## config.mk

```make
export PLATFORM = sky130hd
export DESIGN_NAME = keypad_tx
export DESIGN_NICKNAME = d
export VERILOG_FILES = /design/src/rtl/security_pkg.sv /design/src/rtl/keypad_tx_pin_buffer.sv /design/src/rtl/keypad_tx.sv
export SDC_FILE = /design/constraint.sdc
export NUM_CORES = 1
export LEC_CHECK = 0
export ABC_AREA = 1
export CAP_MARGIN = 20
export CORE_UTILIZATION = 55
export DETAILED_ROUTE_END_ITERATION = 12
export PLACE_DENSITY = 0.79
export SLEW_MARGIN = 20
export SYNTH_ARGS = -nofsm -noshare
export SYNTH_HDL_FRONTEND = slang
export SYNTH_SLANG_ARGS = --single-unit
```

## constraint.sdc

```tcl
create_clock -name clk -period 6.99 [get_ports clk]
set_input_delay 2.097 -clock clk [delete_from_list [all_inputs] [get_ports clk]]
set_output_delay 2.097 -clock clk [all_outputs]
set_load 0.01 [all_outputs]
```

## src/rtl/security_pkg.sv

```systemverilog
// security_pkg: definitions shared by the home security controller blocks.
//   - Command encodings driven on the controller's command bus.
//   - Keypad key codes with a special meaning.
//   - keypad_tx FSM state enum.
//   - key_to_cmd(): maps a command key to its command encoding.
package security_pkg;

  localparam logic [1:0] CMD_NOP    = 2'b00;
  localparam logic [1:0] CMD_ARM    = 2'b01;
  localparam logic [1:0] CMD_DISARM = 2'b10;
  localparam logic [1:0] CMD_SET    = 2'b11;

  localparam logic [3:0] KEY_ARM    = 4'hA;
  localparam logic [3:0] KEY_DISARM = 4'hB;
  localparam logic [3:0] KEY_SET    = 4'hC;
  localparam logic [3:0] KEY_CLEAR  = 4'hD;

  typedef enum logic [1:0] {
    ST_COLLECT = 2'd0,
    ST_CMD     = 2'd1,
    ST_DIGITS  = 2'd2,
    ST_DONE    = 2'd3
  } kp_state_e;

  function automatic logic [1:0] key_to_cmd(input logic [3:0] key);
    logic [1:0] cmd;
    cmd = CMD_NOP;
    case (key)
      KEY_ARM:    cmd = CMD_ARM;
      KEY_DISARM: cmd = CMD_DISARM;
      KEY_SET:    cmd = CMD_SET;
      default:    cmd = CMD_NOP;
    endcase
    return cmd;
  endfunction

endpackage

```

## src/rtl/keypad_tx_pin_buffer.sv

```systemverilog
// pin_buffer: PIN_LEN x 4-bit register holding PIN digits in entry order.
// Ports:
//   clk, reset   clock, synchronous active-high reset (buffer empty)
//   push         append push_digit after the newest digit (ignored when full)
//   push_digit   digit to append
//   pop          drop the oldest digit (ignored when empty)
//   clear        empty the buffer; wins over push and pop
//   head         oldest buffered digit
//   count        number of buffered digits
//   full         count == PIN_LEN
module pin_buffer #(
  parameter int PIN_LEN = 4,
  parameter int CW      = $clog2(PIN_LEN + 1)
) (
  input  logic          clk,
  input  logic          reset,
  input  logic          push,
  input  logic [3:0]    push_digit,
  input  logic          pop,
  input  logic          clear,
  output logic [3:0]    head,
  output logic [CW-1:0] count,
  output logic          full
);

  logic [3:0]    slots_q [PIN_LEN];
  logic [3:0]    slots_d [PIN_LEN];
  logic [CW-1:0] count_q, count_d;

  // Slot 0 is always the oldest digit; popping shifts everything down.
  always_comb begin
    slots_d = slots_q;
    count_d = count_q;
    if (clear) begin
      count_d = '0;
    end else if (pop && (count_q != '0)) begin
      for (int i = 0; i < PIN_LEN; i++) begin
        if (i < PIN_LEN - 1) slots_d[i] = slots_q[i+1];
        else                 slots_d[i] = 4'h0;
      end
      count_d = count_q - CW'(1);
    end else if (push && (count_q != CW'(PIN_LEN))) begin
      for (int i = 0; i < PIN_LEN; i++) begin
        if (count_q == CW'(i)) slots_d[i] = push_digit;
      end
      count_d = count_q + CW'(1);
    end
  end

  always_ff @(posedge clk) begin
    if (reset) begin
      count_q <= '0;
      for (int i = 0; i < PIN_LEN; i++) slots_q[i] <= 4'h0;
    end else begin
      count_q <= count_d;
      slots_q <= slots_d;
    end
  end

  assign head  = slots_q[0];
  assign count = count_q;
  assign full  = (count_q == CW'(PIN_LEN));

endmodule

```

## src/rtl/keypad_tx.sv

```systemverilog
// keypad_tx: collects keypad digits into a PIN buffer and, on ARM / DISARM /
// SET, sends one frame to the security controller: a command cycle followed
// by the buffered digits, oldest first, then a DONE cycle.
// Ports:
//   clk, reset      clock, synchronous active-high reset
//   key_valid       key_code valid (scanner holds the key until key_ready)
//   key_code        0-9 digit, A ARM, B DISARM, C SET, D CLEAR, E/F ignored
//   key_ready       accepting keys (only in COLLECT, decoded from state)
//   command         00 NOP, 01 ARM, 10 DISARM, 11 SET (registered)
//   digit           PIN digit, valid with input_digit (registered)
//   input_digit     digit strobe (registered)
//   entry_count     digits currently buffered
//   key_drop        pulse: accepted key rejected
//   frame_done      pulse: frame complete
//   entry_timeout   pulse: partial entry discarded by the idle timeout
// Build option: SECURITY_KEYPAD_TIMEOUT_EN adds the idle timeout counter;
// without it entry_timeout is tied 0 and partial entries persist.
// Handshake: a key transfers on a rising edge where key_valid && key_ready;
// key_valid without key_ready transfers nothing and has no side effects.
module keypad_tx
  import security_pkg::*;
#(
  parameter int PIN_LEN = 4,
  parameter int TIMEOUT = 1000
) (
  input  logic                         clk,
  input  logic                         reset,
  input  logic                         key_valid,
  input  logic [3:0]                   key_code,
  output logic                         key_ready,
  output logic [1:0]                   command,
  output logic [3:0]                   digit,
  output logic                         input_digit,
  output logic [$clog2(PIN_LEN+1)-1:0] entry_count,
  output logic                         key_drop,
  output logic                         frame_done,
  output logic                         entry_timeout
);

  localparam int CW = $clog2(PIN_LEN + 1);

  // Out-of-range parameters elaborate this empty block, which makes them
  // easy to spot in an elaborated hierarchy.
  if (PIN_LEN < 1 || PIN_LEN > 8 || TIMEOUT < 2 || TIMEOUT > 65535) begin : g_illegal_params
  end

  kp_state_e     state_q, state_d;
  logic [1:0]    cmd_q, cmd_d;
  logic [1:0]    command_q, command_d;
  logic [3:0]    digit_q, digit_d;
  logic          input_digit_q, input_digit_d;
  logic          key_drop_q, key_drop_d;
  logic          frame_done_q, frame_done_d;
  logic          entry_timeout_q, entry_timeout_d;

  logic          accept, is_digit, is_cmd, cmd_go;
  logic          buf_push, buf_pop, buf_clear, buf_full;
  logic [3:0]    buf_head;
  logic [CW-1:0] buf_count;
  logic          tmo_fire;

  assign key_ready = (state_q == ST_COLLECT);
  assign accept    = key_valid && key_ready;
  assign is_digit  = (key_code <= 4'd9);
  assign is_cmd    = (key_code == KEY_ARM) || (key_code == KEY_DISARM) ||
                     (key_code == KEY_SET);
  assign cmd_go    = accept && is_cmd && buf_full;

  pin_buffer #(.PIN_LEN(PIN_LEN), .CW(CW)) u_pin_buffer (
    .clk        (clk),
    .reset      (reset),
    .push       (buf_push),
    .push_digit (key_code),
    .pop        (buf_pop),
    .clear      (buf_clear),
    .head       (buf_head),
    .count      (buf_count),
    .full       (buf_full)
  );

  // State register.
  always_ff @(posedge clk) begin
    if (reset) state_q <= ST_COLLECT;
    else       state_q <= state_d;
  end

  // Next state. DIGITS pops one digit per cycle (the first pop happens on
  // the way in from CMD), so an empty buffer means the last digit is out.
  always_comb begin
    state_d = state_q;
    case (state_q)
      ST_COLLECT: if (cmd_go) state_d = ST_CMD;
      ST_CMD:     state_d = ST_DIGITS;
      ST_DIGITS:  if (buf_count == '0) state_d = ST_DONE;
      ST_DONE:    state_d = ST_COLLECT;
      default:    state_d = ST_COLLECT;
    endcase
  end

  // Outputs are registered, so they are decoded from the next state.
  always_comb begin
    command_d       = CMD_NOP;
    input_digit_d   = 1'b0;
    digit_d         = 4'h0;
    frame_done_d    = 1'b0;
    entry_timeout_d = tmo_fire;
    key_drop_d      = accept && ((is_digit && buf_full) || (is_cmd && !buf_full));
    if (state_d == ST_CMD || state_d == ST_DIGITS) command_d = cmd_d;
    if (state_d == ST_DIGITS) begin
      input_digit_d = 1'b1;
      digit_d       = buf_head;
    end
    if (state_d == ST_DONE) frame_done_d = 1'b1;
  end

  // Buffer control and command latch.
  always_comb begin
    cmd_d     = cmd_q;
    buf_push  = accept && is_digit && !buf_full;
    buf_pop   = (state_d == ST_DIGITS);
    buf_clear = (accept && ((key_code == KEY_CLEAR) || (is_cmd && !buf_full))) ||
                (state_q == ST_DONE) || tmo_fire;
    if (cmd_go) cmd_d = key_to_cmd(key_code);
  end

  always_ff @(posedge clk) begin
    if (reset) begin
      cmd_q           <= CMD_NOP;
      command_q       <= CMD_NOP;
      digit_q         <= 4'h0;
      input_digit_q   <= 1'b0;
      key_drop_q      <= 1'b0;
      frame_done_q    <= 1'b0;
      entry_timeout_q <= 1'b0;
    end else begin
      cmd_q           <= cmd_d;
      command_q       <= command_d;
      digit_q         <= digit_d;
      input_digit_q   <= input_digit_d;
      key_drop_q      <= key_drop_d;
      frame_done_q    <= frame_done_d;
      entry_timeout_q <= entry_timeout_d;
    end
  end

`ifdef SECURITY_KEYPAD_TIMEOUT_EN
  localparam logic [15:0] TMO_LAST = 16'(TIMEOUT - 1);
  logic [15:0] tmo_cnt_q, tmo_cnt_d;

  // Counts idle cycles of a partial entry. An accepted key in the cycle the
  // count would reach TIMEOUT suppresses the timeout and restarts counting.
  always_comb begin
    tmo_cnt_d = '0;
    tmo_fire  = 1'b0;
    if (!accept && state_q == ST_COLLECT && buf_count != '0) begin
      if (tmo_cnt_q == TMO_LAST) tmo_fire  = 1'b1;
      else                       tmo_cnt_d = tmo_cnt_q + 16'd1;
    end
  end

  always_ff @(posedge clk) begin
    if (reset) tmo_cnt_q <= '0;
    else       tmo_cnt_q <= tmo_cnt_d;
  end
`else
  assign tmo_fire = 1'b0;
`endif

  assign command       = command_q;
  assign digit         = digit_q;
  assign input_digit   = input_digit_q;
  assign entry_count   = buf_count;
  assign key_drop      = key_drop_q;
  assign frame_done    = frame_done_q;
  assign entry_timeout = entry_timeout_q;

endmodule

```

==> impl_metrics.ini <==
[global_route]
grt_pass1_vias = 1289
grt_max_degree = 19
grt-ovfl-total = 0
grtUsageTotal = 0.2052
grt_pass1_wl_um = 5175
antenna_found_initial = 0

[drt]
dr.pass1.iters = 6
drtIter0Drc = 35
wl_per_cell_um = 10.42
drt_wl_total_um = 2980
via_per_inst = 4.920
drc = 0
vias = 1407
drt.antenna.violating_nets = 0

[synthesis]
synth_xor_area_frac = 0.01039
synth_mux_area_frac = 0
synth_cells = 232
ys_seq_area_frac = 0.3801
yosys.area.top_type = dfxtp_1
ys_ff_latch = 32
synth_top_area_frac = 0.3801
synth-compound-area-share = 0.08241
synth_fp_nets = 251
netlist_area_mm2 = 0.001685
synth.avg_cell_area_um2 = 7.265
ys_warn_count = 0
ys_top_cells_by_area = dfxtp_1, nand2_1, nor2_1, inv_1, ha_1
synthAdderAreaFrac = 0.08909
synth_top_family_by_area = simple AND/OR/NAND/NOR gates
synthDistinctLibCells = 25
yosys.area_share.simple = 0.3207

[clock_tree]
cts_resized = 0
cts_root_buf = clkbuf_4
clk_pin_slew_ns = 0.10
post_cts_buffers = 0
cts-root-to-sink-buffers = 2
hold_buffers = 0
cts_tree = done
numCtsBuffers = 5
numClockSinks = 32
htreeDepth = 2
clkLatencyLatePin_ns = 0.34

[power_and_ir_drop]
powerDensity_mw_per_mm2 = 187.7
cellLeakagePower_uw = 0.0009540
ir_drop_v = 0.0001359

[worst_setup_path]
critical_path_required_ns = 7.23
critPathLaunchType = input pin
slowest_stage = clkdlybuf4s50_1
max_stage_delay_ns = 0.47
worst_setup_path_end_kind = register
crit_type = input pin to register
crit_path_frequent_cell = nand2_1
cp.arrival_ns = 4.38
crit_path_max_fanout = 18
crit_chain = clkdlybuf4s50_1 > nand2_1 > inv_1 > nand2_1 > nand2_1 > nand3_1 > a21oi_1 > a31oi_1 > ha_1 > nand2_8 > inv_4 > or2_4 > nand4_4 > o21bai_1 > nor2_1

[place]
numPortBuffers = 19
placed_cell_area_mm2 = 0.001892
place_hpwl_um = 2198
gp_congestion = 0.8703

[timing]
tns_ns = 0
fin_crit_sh = 0.5928
whs_ns = 0.4379
timing_hold_violations_final = 0
setup_viol = 0
rsz0062_at_grt = no
finalCriticalPeriod_ns = 4.143
clock-skew-final_ns = 0.01484
fmax_ghz = 0.2413
slew_violations = 0

[job]
cap_violations = 0

[floorplan]
die-area_mm2 = 0.003290
rows = 19
start_util = 0.5958
ios = 21
fp.dieW_um = 57.36
die_h_um = 57.36
core-area_mm2 = 0.002829

[layout]
nNetsFinal = 273
finish.instance_area_mm2 = 0.001968
fin_util = 0.6957
area_growth_pct = 16.78
drive_gt1_frac = 0.07059
antenna_cells = 0

[min_path]
min-delay-path-class = register to register

[run_status]
status = complete, no violations
where the power goes:
| part | switching (uW) | internal, uW |
|---|---|---|
| Clock | 63.7 | 74.9 |
| Combinational | 26.5 | 16.0 |
| Sequential | 1.82 | 187 |
sequential cells by signal (all words and copies together) (netlist names):
signal                cells
cmd_q                     2
command                   2
digit                     4
frame_done                1
input_digit               1
key_drop                  1
state_q                   2
u_pin_buffer.count        3
u_pin_buffer.head         4
u_pin_buffer.slots_q     12
critical path, delay by kind of cell:
family	cells	cell delay, ns
adder cells (fa/ha/maj)	1	0.33
AND/OR/NAND/NOR	8	0.83
buffers and inverters	3	0.62
AO/OA/AOI/OAI	3	0.50
final timing paths:
path	startpoint	end	slack, ns	depth (start not counted)
max reg2reg	u_pin_buffer.count[0]	u_pin_buffer.slots_q[3]	4.37	14
min reg2reg	u_pin_buffer.head[2]	digit[2]	0.44	2
max	key_code[3]	u_pin_buffer.slots_q[3]	2.85	15
min	u_pin_buffer.head[2]	digit[2]	0.44	2
cell usage after synthesis, drive strengths merged:
cell type / instances
a211oi: 1
a21oi: 5
a31oi: 1
buf: 2
clkbuf: 2
conb: 1
dfxtp: 32
ha: 12
inv: 45
nand2: 53
nand3: 6
nand4: 4
nor2: 45
nor3: 2
o21ai: 14
o21bai: 3
o31ai: 1
or2: 1
xnor2: 1
xor2: 1
kinds of logic (layout without fill, tap and decap cells):
group,count (synthesis),in the layout
other,1,1
flip-flops,32,32
AO/OA/AOI/OAI,25,25
AND/OR/NAND/NOR,111,111
adder cells (fa/ha/maj),12,12
buffers and inverters,49,72
XOR/XNOR,2,2
cell type report:
class | count | area [um^2]
clock inverter | 2 | 35.03
tap | 31 | 38.79
sequential | 32 | 640.6
fill | 257 | 860.8
timing repair buffer | 19 | 190.2
multi-input combinational | 151 | 850.8
clock buffer | 6 | 41.29
inverter | 45 | 171.4
routing by layer:
metal | vias up | routed length [um] | part of all wire | track usage
li1 | 744 | - | - | -
met1 | 638 | 1416 | 0.48 | 0.2347
met2 | 17 | 1407 | 0.47 | 0.3505
met3 | 8 | 90 | 0.030 | 0.06349
met4 | 0 | 66 | 0.022 | 0.09059
met5 | - | 0 | 0 | 0
cells in the final DEF, fill, tap and decap left out, types with 2 or more instances in the layout:
master and n:
a21oi_1 5, clkbuf_4 5, clkdlybuf4s50_1 19, dfxtp_1 32, ha_1 12, inv_1 43, nand2_1 49, nand2_4 3
nand3_1 6, nand4_4 4, nor2_1 45, nor3_1 2, o21ai_0 13, o21bai_1 3
per-stage QoR:
step	power, uW	std cells	setup slack [ns]
finish	369.5	286	2.847
CTS	372.5	286	2.856
floorplan	223.5	232	3.269
detailed placement	234.9	278	2.508
global placement	234.2	278	2.633
global route	385.3	286	2.664
Note: power is estimated with default switching activity, not from simulation.
